$ cat config.mk
export PLATFORM = sky130hd
export DESIGN_NAME = xor_stream_dec
export DESIGN_NICKNAME = d
export VERILOG_FILES = /design/src/rtl/xor_stream_dec.sv
export SDC_FILE = /design/constraint.sdc
export NUM_CORES = 1
export LEC_CHECK = 0
export BUFFER_PORTS_ARGS = -buffer_cell sky130_fd_sc_hd__clkbuf_2
export CORE_MARGIN = 2
export CORE_UTILIZATION = 50
export CTS_BUF_LIST = sky130_fd_sc_hd__clkbuf_16
export DETAILED_ROUTE_END_ITERATION = 6
export MAX_ROUTING_LAYER = met4
export PLACE_DENSITY = 0.76
export SYNTH_ARGS = -nofsm -noshare
export SYNTH_HDL_FRONTEND = slang
export SYNTH_SLANG_ARGS = --single-unit
$ cat constraint.sdc
create_clock -name clk -period 4.15 [get_ports clk]
set_clock_uncertainty 0.2 [all_clocks]
set_input_delay 0.2075 -clock clk [delete_from_list [all_inputs] [get_ports clk]]
set_output_delay 0.2075 -clock clk [all_outputs]
set_load 0.05 [all_outputs]
$ cat src/rtl/xor_stream_dec.sv
// Receive-side XOR stream decryptor.
// A frame is opened by a start pulse in IDLE, which latches the key and the
// frame length. Each ciphertext byte is XORed with the current key, and the
// key then rotates left by one position when ROLL_EN is set. One output
// register gives a one-cycle latency at full rate.
//
// Handshake rule, the same on both sides: a byte moves when valid and ready
// are both high at a rising clock edge. A producer holding valid=1 while the
// other side has ready=0 keeps its data stable. When a byte enters and a byte
// leaves in the same cycle, both take effect, and the new plaintext byte
// replaces the old one in the output register.
module xor_stream_dec #(
  parameter int ROLL_EN = 1,
  parameter int LEN_W   = 8
) (
  input  logic             clk,
  input  logic             reset,
  input  logic             start,
  input  logic [7:0]       key_in,
  input  logic [LEN_W-1:0] len_in,
  input  logic             in_valid,
  input  logic [7:0]       in_data,
  output logic             in_ready,
  output logic             out_valid,
  output logic [7:0]       out_data,
  output logic             out_last,
  input  logic             out_ready,
  output logic             busy,
  output logic             done,
  output logic [LEN_W-1:0] byte_cnt,
  output logic [1:0]       state_dbg
);

  localparam logic [1:0] S_IDLE  = 2'd0;
  localparam logic [1:0] S_RUN   = 2'd1;
  localparam logic [1:0] S_DRAIN = 2'd2;
  localparam logic [1:0] S_DONE  = 2'd3;

  logic [1:0]       state;
  logic [7:0]       key_cur;
  logic [7:0]       key_next;
  logic [LEN_W-1:0] len_r;
  logic             in_fire;
  logic             out_fire;
  logic             last_byte;

  // Input side opens only in RUN, and only while the output register
  // is empty or is being drained in this same cycle.
  assign in_ready  = (state == S_RUN) && (!out_valid || out_ready);
  assign in_fire   = in_valid && in_ready;
  assign out_fire  = out_valid && out_ready;
  assign busy      = (state != S_IDLE);
  assign done      = (state == S_DONE);
  assign state_dbg = state;

  // The byte being accepted is the final one of the frame.
  assign last_byte = (byte_cnt == (len_r - LEN_W'(1)));

  // Key for the next byte: rotate left by one position, or hold it fixed.
  assign key_next = (ROLL_EN != 0) ? {key_cur[6:0], key_cur[7]} : key_cur;

  // Frame FSM together with the output register, the key and the byte counter.
  always_ff @(posedge clk or posedge reset) begin
    if (reset) begin
      state     <= S_IDLE;
      key_cur   <= 8'h00;
      len_r     <= '0;
      byte_cnt  <= '0;
      out_valid <= 1'b0;
      out_data  <= 8'h00;
      out_last  <= 1'b0;
    end else begin
      case (state)
        S_IDLE: begin
          if (start) begin
            key_cur  <= key_in;
            len_r    <= len_in;
            byte_cnt <= '0;
            state    <= (len_in != '0) ? S_RUN : S_DONE;
          end
        end
        S_RUN: begin
          if (in_fire) begin
            out_data  <= in_data ^ key_cur;
            out_valid <= 1'b1;
            out_last  <= last_byte;
            byte_cnt  <= byte_cnt + LEN_W'(1);
            key_cur   <= key_next;
            if (last_byte) state <= S_DRAIN;
          end else if (out_fire) begin
            out_valid <= 1'b0;
            out_last  <= 1'b0;
          end
        end
        S_DRAIN: begin
          // The only byte left in DRAIN is the one marked last.
          if (out_fire && out_last) begin
            out_valid <= 1'b0;
            out_last  <= 1'b0;
            state     <= S_DONE;
          end
        end
        default: begin
          state <= S_IDLE;
        end
      endcase
    end
  end

endmodule
### Word-level counts from Yosys, hierarchy flattened

Index checks and enable logic that the tools add are counted.

| storage, ports and cells | value |
|---|---|
| output and inout port bits | 23 |
| input port bits | 29 |
| word-level logic and storage cells | 53 |
| register bits after elaboration | 36 |

| operators by class | value |
|---|---|
| $add $sub $neg | 2 |
| reductions and logical operators | 16 |
| multiplexer cells | 18 |
| equal/unequal tests | 9 |
| bitwise operators | 1 |

Operator list:

| cell | number |
|---|---|
| 8-bit two-way mux | 4 |
| 8-bit one-hot mux with 2 select lines | 2 |
| 2-bit two-way mux | 5 |
| 8-bit by 1-bit adder with 8-bit output, second input constant | 1 |
| 8-bit equality test | 1 |
| 2-bit != test, second input constant | 4 |
| 8-bit nonzero test | 1 |
| 8-bit by 1-bit subtractor with 8-bit output, second input constant | 1 |
| 8-bit bitwise XOR | 1 |
| 2-bit one-hot mux with 3 select lines | 1 |
| 3-bit AND reduction | 2 |
| 2-bit nonzero test | 3 |
| 2-bit equality test, second input constant | 2 |
| 1-bit logical AND | 4 |
| 1-bit two-way mux | 4 |
| 1-bit one-hot mux with 2 select lines | 2 |
| 2-bit AND reduction | 2 |
| 4-bit AND reduction | 1 |
| 3-bit != test, second input constant | 1 |
| 2-bit by 1-bit equality test with 1-bit output, second input constant | 1 |
| 2-bit zero test | 1 |
| 1-bit zero test | 1 |
| 1-bit logical OR | 1 |

### Depth between registers and ports, before layout

Gate-level depths: netlist of run 1.

| logic depth | value |
|---|---|
| depth in word-level cells | 6 |
| depth in mapped cells | 8 |
| mapped depth without buffers | 8 |

### Worst setup path after synthesis of run 1

Ideal clock, no wire load.

| path | value |
|---|---|
| kind | register to register |
| start point | register state[0], in the netlist state_dbg[0] |
| end point | register byte_cnt[0] |
| buffers on the path | 1 |
| required time | 3,864 ps |
| setup slack | 1,658 ps |
| arrival | 2,205 ps |
| cell stages (with the launch flop) | 9 |
| period minus slack after synthesis | 2,492 ps |
| library setup time | 86 ps |
| cells stage by stage | dfrtp_1 > inv_1 > ha_1 > inv_1 > nor2_1 > o21ai_2 > clkbuf_1 > nand2_1 > o21ai_0 |

| on the way | value |
|---|---|
| word-level cells in the longest chain between the ends | 5 |
| elaborated cells between the ends (all ways) | 9 |
| those cells by class | eq/ne (3); mux (1); reduce/logical (5) |

Ends and longest elaborated chain:

| element | RTL line | source |
|---|---|---|
| start, declared | 39 | `logic [1:0] state;` |
| start signal, assigned | 79 | `state <= (len_in != '0) ? S_RUN : S_DONE;` |
| 2-bit by 1-bit equality test with 1-bit output | 49, 73 |  |
| 1-bit logical AND | 49 | `assign in_ready = (state == S_RUN) && (!out_valid \|\| out_ready);` |
| 1-bit logical AND | 50 | `assign in_fire = in_valid && in_ready;` |
| 2-bit != test (no line) | - |  |
| 3-bit AND reduction (no line) | - |  |
| end signal, assigned | 87 | `byte_cnt <= byte_cnt + LEN_W'(1);` |
| end, declared | 30 | `output logic [LEN_W-1:0] byte_cnt,` |

Parallel ways exist; a longest one is shown, timed or not.
A chain may end at the register's enable or synchronous reset.

### Worst setup path in the final report of run 1

| path | value |
|---|---|
| start point | register state[1], in the netlist state_dbg[1] |
| end point | register byte_cnt[4] |

The elaborated chain is that of the path after synthesis.

==> flow_summary_export.csv, run 1 <==
group,metric,value,unit
final_layout,multiInputGateArea,1080,um^2
yosys,synth_cell_type_count,42,
yosys,synth_top_family_by_area,"simple AND/OR/NAND/NOR gates",
floorplan,initial_utilization,51.51,%
floorplan,fp.coreArea,3971,um^2
worst_setup_path,crit_arrival,3010,ps
clocking,cts_root_buf,"clkbuf_16",
worst_setup_path,critPathLaunchType,"flip-flop",
worst_setup_path,crit_fanout,28,
power,clkPwrFrac,19.8,%
yosys,yosys_most_used_dff,"dfrtp_1",
detailed_routing,drc_errors,0,
global_routing,grt_usage,23.48,%
flow_run,maxCapViolations,0,
floorplan,std_cell_rows,23,
sta,rsz0062_at_grt,"no",
yosys,synthArstFlopShare,100.0,%
floorplan,die_area,4619,um^2
final_layout,antenna_cells,0,
worst_setup_path,critical_path.cell_chain,"inv_1 -> ha_1 -> nor2_1 -> o21ai_2 -> nor3_1 -> a21o_1 -> a22o_1",
yosys,synth_edf_count,0,
worst_setup_path,r2r_start,"state_dbg[1]$_DFFE_PP0P_",
power,p_seq_share,30.3,%
sta,slew_headroom,35.96,%
worst_hold_path,worstHoldPathType,"input pin to flip-flop",
yosys,ys_ff_latch,36,
clocking,cts_made_buffers,5,
yosys,synth.cell_area,2046,um^2
detailed_routing,routed_wl,4871,um
clocking,h-tree-depth,2,
final_layout,nets,310,
global_routing,grt_pass1_vias,1747,
global_routing,overflow,0,
clocking,cts_tree,"done",
floorplan,pin_count,52,
clocking,post_cts_resized,0,
yosys,synthAdderAreaFrac,3.670,%
yosys,synth.area.top_cells,"dfrtp_1, xnor2_1, mux2i_1, mux2_2, nor2_1",
yosys,syn_nets,248,
yosys,synthXorXnorAreaFrac,8.563,%
detailed_routing,drt_iter0_markers,90,
sta,clock.fmax,328.4,MHz
yosys,synth_top_area_cell,"dfrtp_1",
detailed_routing,via_per_inst,5.528,
yosys,ys_warn_count,0,
worst_setup_path,reg2reg_to,"byte_cnt[4]$_DFFE_PP0P_",
detailed_routing,vias,1802,
worst_hold_path,hold_path_end,"out_data[4]$_DFFE_PP0P_",
worst_setup_path,critPathSlowestCell,"ha_1",
power,ir_drop,0.0005261,V
clocking,cts.path.max_buffers,2,
global_routing,antenna_found_initial,0,
sta,holdWs,9.156,ps
sta,drv_slew,0,
floorplan,die_h,67.97,um
place,gp_congestion,0.8674,
sta,period_needed,3045,ps
place,post-dp-hpwl,3367,um
detailed_routing,first_pass_iters,4,
final_layout,seqCellArea,900.9,um^2
yosys,synth_top_area_share,44.04,%
detailed_routing,post_drt_wl_per_cell,14.94,um
final_layout,fillers,333,
yosys,synth_cells,213,
worst_hold_path,holdPathStages,3,
power,combPwrFrac,49.9,%
power,sw_frac_of_total,46.23,%
yosys,avgSynthCellArea,9.604,um^2
sta,finalHoldViolCount,0,
worst_setup_path,cp-end-kind,"flip-flop",
final_layout,syn_to_final_growth,27.09,%
final_layout,drive_gt1_share,26.09,%
yosys,synth_compound_area_share,13.94,%
run_status,status,"completed",
place,io_buffers,51,
sta,fin_crit_sh,73.37,%
worst_setup_path,required,4120,ps
yosys,muxShareOfSynthArea,8.807,%
place,placed_cells,309,
power,switching_power,987.4,uW
floorplan,fp.dieW,67.97,um
yosys,ys_seq_area_share,44.04,%
global_routing,grt_max_degree,37,
sta,setup-tns-final,0,ps
clocking,path_clk_slew,60,ps
worst_setup_path,reg2reg_slack,1110,ps
clocking,cts_sinks,36,
detailed_routing,ant_nets,0,
worst_setup_path,r2r_cells,7,
power,p_per_area,821.6,nW/um^2
clocking,insertion_delay,280,ps
worst_setup_path,path_class,"flip-flop to flip-flop",
yosys,yosys.area_share.simple,17.80,%
final_layout,finalNonFillerCells,326,
global_routing,grt_first_pass_wirelength,7824,um
power,p_int,1149,uW
power,leakagePower,0.001207,uW
worst_hold_path,hp-start,"in_data[4]",
worst_setup_path,cp_slowest_stage_delay,790,ps
sta,setup_viol,0,
sta,max_slew.worst_pin.slew,960.6,ps
==> logic make-up (layout without fill, tap and decap cells) <==
| kind of cell | count (synthesis) | after routing |
|---|---|---|
| AOI/OAI and AO/OA | 44 | 44 |
| xor gates and xnor gates | 20 | 20 |
| DFF | 36 | 36 |
| and+or+nand+nor | 74 | 74 |
| muxes | 17 | 17 |
| adders and majority gates | 6 | 6 |
| buffers and inverters | 16 | 79 |
==> synthesized netlist by cell type (all sizes together), types with 3 or more instances <==
master	count
xor2	4
dfrtp	36
inv	9
and2	3
nand2	18
mux2	8
a211o	3
nand2b	3
nor4b	3
buf	4
nor3	5
a21oi	11
xnor2	16
clkbuf	3
nor2	21
mux2i	9
nand4	3
o21ai	16
nand3	11
ha	6
==> placed cells by master, fill, tap and decap left out, drive strengths merged, types with 5 or more instances in the layout <==
master	count
clkbuf	56
nand3	11
a21oi	11
nand2	18
nor2	21
dlygate4sd3	9
inv	9
mux2i	9
ha	6
nor3	5
o21ai	16
dfrtp	36
xnor2	16
mux2	8
==> state kept, by name (all words and copies together), names as in the netlist <==
name and count:
byte_cnt 8, key_cur 8, len_r 8, out_data 8, state_dbg 2, out_last 1
out_valid 1
==> worst max path at each step <==
stage | end | slack, ps | cells past startpoint | startpoint
2_1_floorplan | byte_cnt[0]$_DFFE_PP0P_ | 1660 | 8 | state_dbg[0]$_DFFE_PP0P_
3_3_place_gp | byte_cnt[4]$_DFFE_PP0P_ | 1250 | 7 | state_dbg[1]$_DFFE_PP0P_
3_5_place_dp | byte_cnt[4]$_DFFE_PP0P_ | 1120 | 7 | state_dbg[1]$_DFFE_PP0P_
4_1_cts | byte_cnt[4]$_DFFE_PP0P_ | 1100 | 7 | state_dbg[1]$_DFFE_PP0P_
5_1_grt | byte_cnt[4]$_DFFE_PP0P_ | 830 | 7 | state_dbg[1]$_DFFE_PP0P_
6_report | byte_cnt[4]$_DFFE_PP0P_ | 1110 | 7 | state_dbg[1]$_DFFE_PP0P_
==> routing by layer <==
layer	up-vias	part of all wire, %	GRT usage, %
met1	872	42	27.24
met5	-	0	-
met2	52	51	40.41
met3	6	4.7	5.592
met4	0	1.3	6.750
li1	872	-	-
==> critical path, delay by kind of cell (launching register included) <==
family	cells	cell delay (ps)
AND/OR/NAND/NOR	2	270
flip-flops	1	430
adder cells (fa/ha/maj)	1	790
buffers and inverters	1	100
AO/OA/AOI/OAI	3	1130
==> stage by stage <==
stage / instance area [um^2] / setup slack (ps) / total power, uW / util, %
6_report: 2600 / 1105 / 2136 / 65.47
5_1_grt: 2600 / 827.6 / 2292 / 65.47
4_1_cts: 2600 / 1097 / 2154 / 65.47
3_5_place_dp: 2347 / 1117 / 1706 / 59.11
3_3_place_gp: 2347 / 1249 / 1674 / 59.11
2_1_floorplan: 2046 / 1658 / 1469 / -
==> cell type report <==
cell class | instances | share of cell area, %
inverter | 9 | 1.299
sequential | 36 | 34.65
tap | 50 | 2.406
multi-input combinational | 161 | 41.53
clock inverter | 3 | 1.444
clock buffer | 5 | 4.812
timing repair buffer | 62 | 13.86
==> power groups by stage <==
stage | Sequential (uW) | Clock, uW | Combinational, uW
global placement | 643 | 0 | 1030
CTS | 649 | 432 | 1070
floorplan | 826 | 0 | 643
finish | 647 | 423 | 1070
global route | 670 | 442 | 1180
detailed placement | 653 | 0 | 1050
==> timing repair <==
| action | in CTS | in global routing |
|---|---|---|
| setup buffers | 0 | 0 |
| hold buffers | 9 | 0 |
| hold endpoints to repair | 44 | 0 |
No activity file was read; power rests on OpenSTA's default activity.
==> run 2: changes to the inputs <==
--- a/config.mk
+++ b/config.mk
@@ -7,7 +7,7 @@
 export LEC_CHECK = 0
 export BUFFER_PORTS_ARGS = -buffer_cell sky130_fd_sc_hd__clkbuf_2
 export CORE_MARGIN = 2
-export CORE_UTILIZATION = 50
+export CORE_UTILIZATION = 48
 export CTS_BUF_LIST = sky130_fd_sc_hd__clkbuf_16
 export DETAILED_ROUTE_END_ITERATION = 6
 export MAX_ROUTING_LAYER = met4
==> constraint.sdc (replaced) <==
create_clock -name clk -period 2.5 [get_ports clk]
set_clock_uncertainty 0.2 [all_clocks]
set_input_delay 0.125 -clock clk [delete_from_list [all_inputs] [get_ports clk]]
set_output_delay 0.125 -clock clk [all_outputs]
set_load 0.05 [all_outputs]
==> flow_summary_export.csv, run 2 (synthesis gave the netlist of run 1 again) <==
group,metric,value,unit
run_status,status,"completed",
detailed_routing,vias,1850,
flow_run,maxCapViolations,0,
clocking,cts.path.max_buffers,2,
floorplan,pin_count,52,
clocking,insertion_delay,280,ps
worst_setup_path,crit_arrival,2440,ps
detailed_routing,routed_wl,5018,um
worst_setup_path,path_class,"flip-flop to flip-flop",
floorplan,fp.coreArea,4058,um^2
floorplan,die_h,69.29,um
floorplan,die_area,4800,um^2
worst_hold_path,worstHoldPathType,"input pin to flip-flop",
final_layout,final_common_cell,"clkbuf_2",
detailed_routing,drc_errors,0,
sta,period_needed,2419,ps
floorplan,initial_utilization,50.42,%
final_layout,nets,331,
final_layout,postLayoutCoreUtil,68.73,%
global_routing,grt_usage,23.39,%
global_routing,grt_pass1_vias,1860,
place,placed_cell_area,2370,um^2
sta,worst_slack,80.72,ps
global_routing,overflow,0,
sta,drv_slew,0,
clocking,h-tree-depth,2,
worst_setup_path,required,2520,ps
clocking,path_clk_slew,50,ps
floorplan,fp.dieW,69.29,um
sta,fin_crit_sh,96.77,%
global_routing,antenna_found_initial,0,
detailed_routing,post_drt_wl_per_cell,14.46,um
worst_setup_path,critPathLaunchType,"flip-flop",
sta,slew_headroom,69.03,%
clocking,cts_root_buf,"clkbuf_16",
clocking,cts_sinks,36,
global_routing,grt_max_degree,37,
sta,holdWs,49.68,ps
final_layout,antenna_cells,0,
global_routing,grt_first_pass_wirelength,8735,um
worst_setup_path,crit_fanout,8,
power,p_per_area,1277,nW/um^2
detailed_routing,ant_nets,0,
sta,setup-tns-final,0,ps
sta,setup_viol,0,
sta,finalHoldViolCount,0,
detailed_routing,drt_iter0_markers,143,
final_layout,syn_to_final_growth,36.33,%
place,post-dp-hpwl,3306,um
sta,max_slew.worst_pin.slew,464.5,ps
sta,clock.fmax,413.3,MHz
place,gp_congestion,0.9310,
power,leakagePower,0.001285,uW
place,io_buffers,51,
place,place_ws,121.5,ps
detailed_routing,via_per_inst,5.331,
worst_setup_path,cp-end-kind,"flip-flop",
final_layout,drive_gt1_share,25.93,%
detailed_routing,first_pass_iters,5,
power,ir_drop,0.0008235,V
final_layout,final_area,2789,um^2
clocking,post-cts-setup-buffer-count,0,
clocking,cts_tree,"done",
floorplan,std_cell_rows,23,
final_layout,layout_common_cells,"clkbuf_2, dfrtp_1, dlygate4sd3_1, nor2_1, nand2_1",
clocking,cts_made_buffers,5,
-- run 2: timing repair --
item                       CTS  global route
hold endpoints to repair    61             0
setup endpoints to repair    0             2
hold buffers                27             0
resized for setup            0             2
-- run 2: final timing paths --
path / start / slack [ps] / to / cells after the start
setup / recovery: len_r[0]$_DFFE_PP0P_ / 80 / state_dbg[0]$_DFFE_PP0P_ / 8
hold reg to reg: out_data[4]$_DFFE_PP0P_ / 330 / out_data[4]$_DFFE_PP0P_ / 2
min in group asynchronous: reset / 270 / out_data[4]$_DFFE_PP0P_ / 4
setup reg to reg: len_r[0]$_DFFE_PP0P_ / 80 / state_dbg[0]$_DFFE_PP0P_ / 8
max in group asynchronous: reset / 1500 / len_r[5]$_DFFE_PP0P_ / 4
hold / removal: in_valid / 50 / out_last$_DFFE_PP0P_ / 4
-- run 2: power by group --
group | internal (uW) | total (uW) | switching [uW]
sequential | 821 | 1070 | 247
clock | 362 | 605 | 243
combinational | 693 | 1890 | 1200
-- run 2: metal layers --
| layer | GRT usage (%) | routed length (um) |
|---|---|---|
| met4 | 8.715 | 83 |
| met5 | - | 0 |
| met3 | 6.250 | 276 |
| met2 | 36.97 | 2511 |
| met1 | 28.82 | 2147 |
-- run 2: layout make-up --
| type | count | area, um^2 |
|---|---|---|
| fill | 334 | 1269 |
| multi-input combinational | 161 | 1089 |
| sequential | 36 | 900.9 |
| timing repair buffer | 83 | 563.0 |
| clock buffer | 5 | 125.1 |
| tap | 50 | 62.56 |
| inverter | 9 | 33.78 |
| clock inverter | 3 | 15.01 |
-- run 2: worst max-delay path, cell delays in order (launching register included) --
cell	delay (ps)
dfrtp_1	430
inv_1	80
ha_2	240
nand2b_1	140
a21oi_1	70
a311o_1	330
a211o_1	340
a2111o_1	420
nand3_1	90
-- run 2: metrics by stage --
stage / cells / power, uW
after CTS: 347 / 3532
final: 347 / 3563
after global placement: 312 / 2817
after global routing: 347 / 3822
after floorplan: 213 / 2438
after detailed placement: 312 / 2870
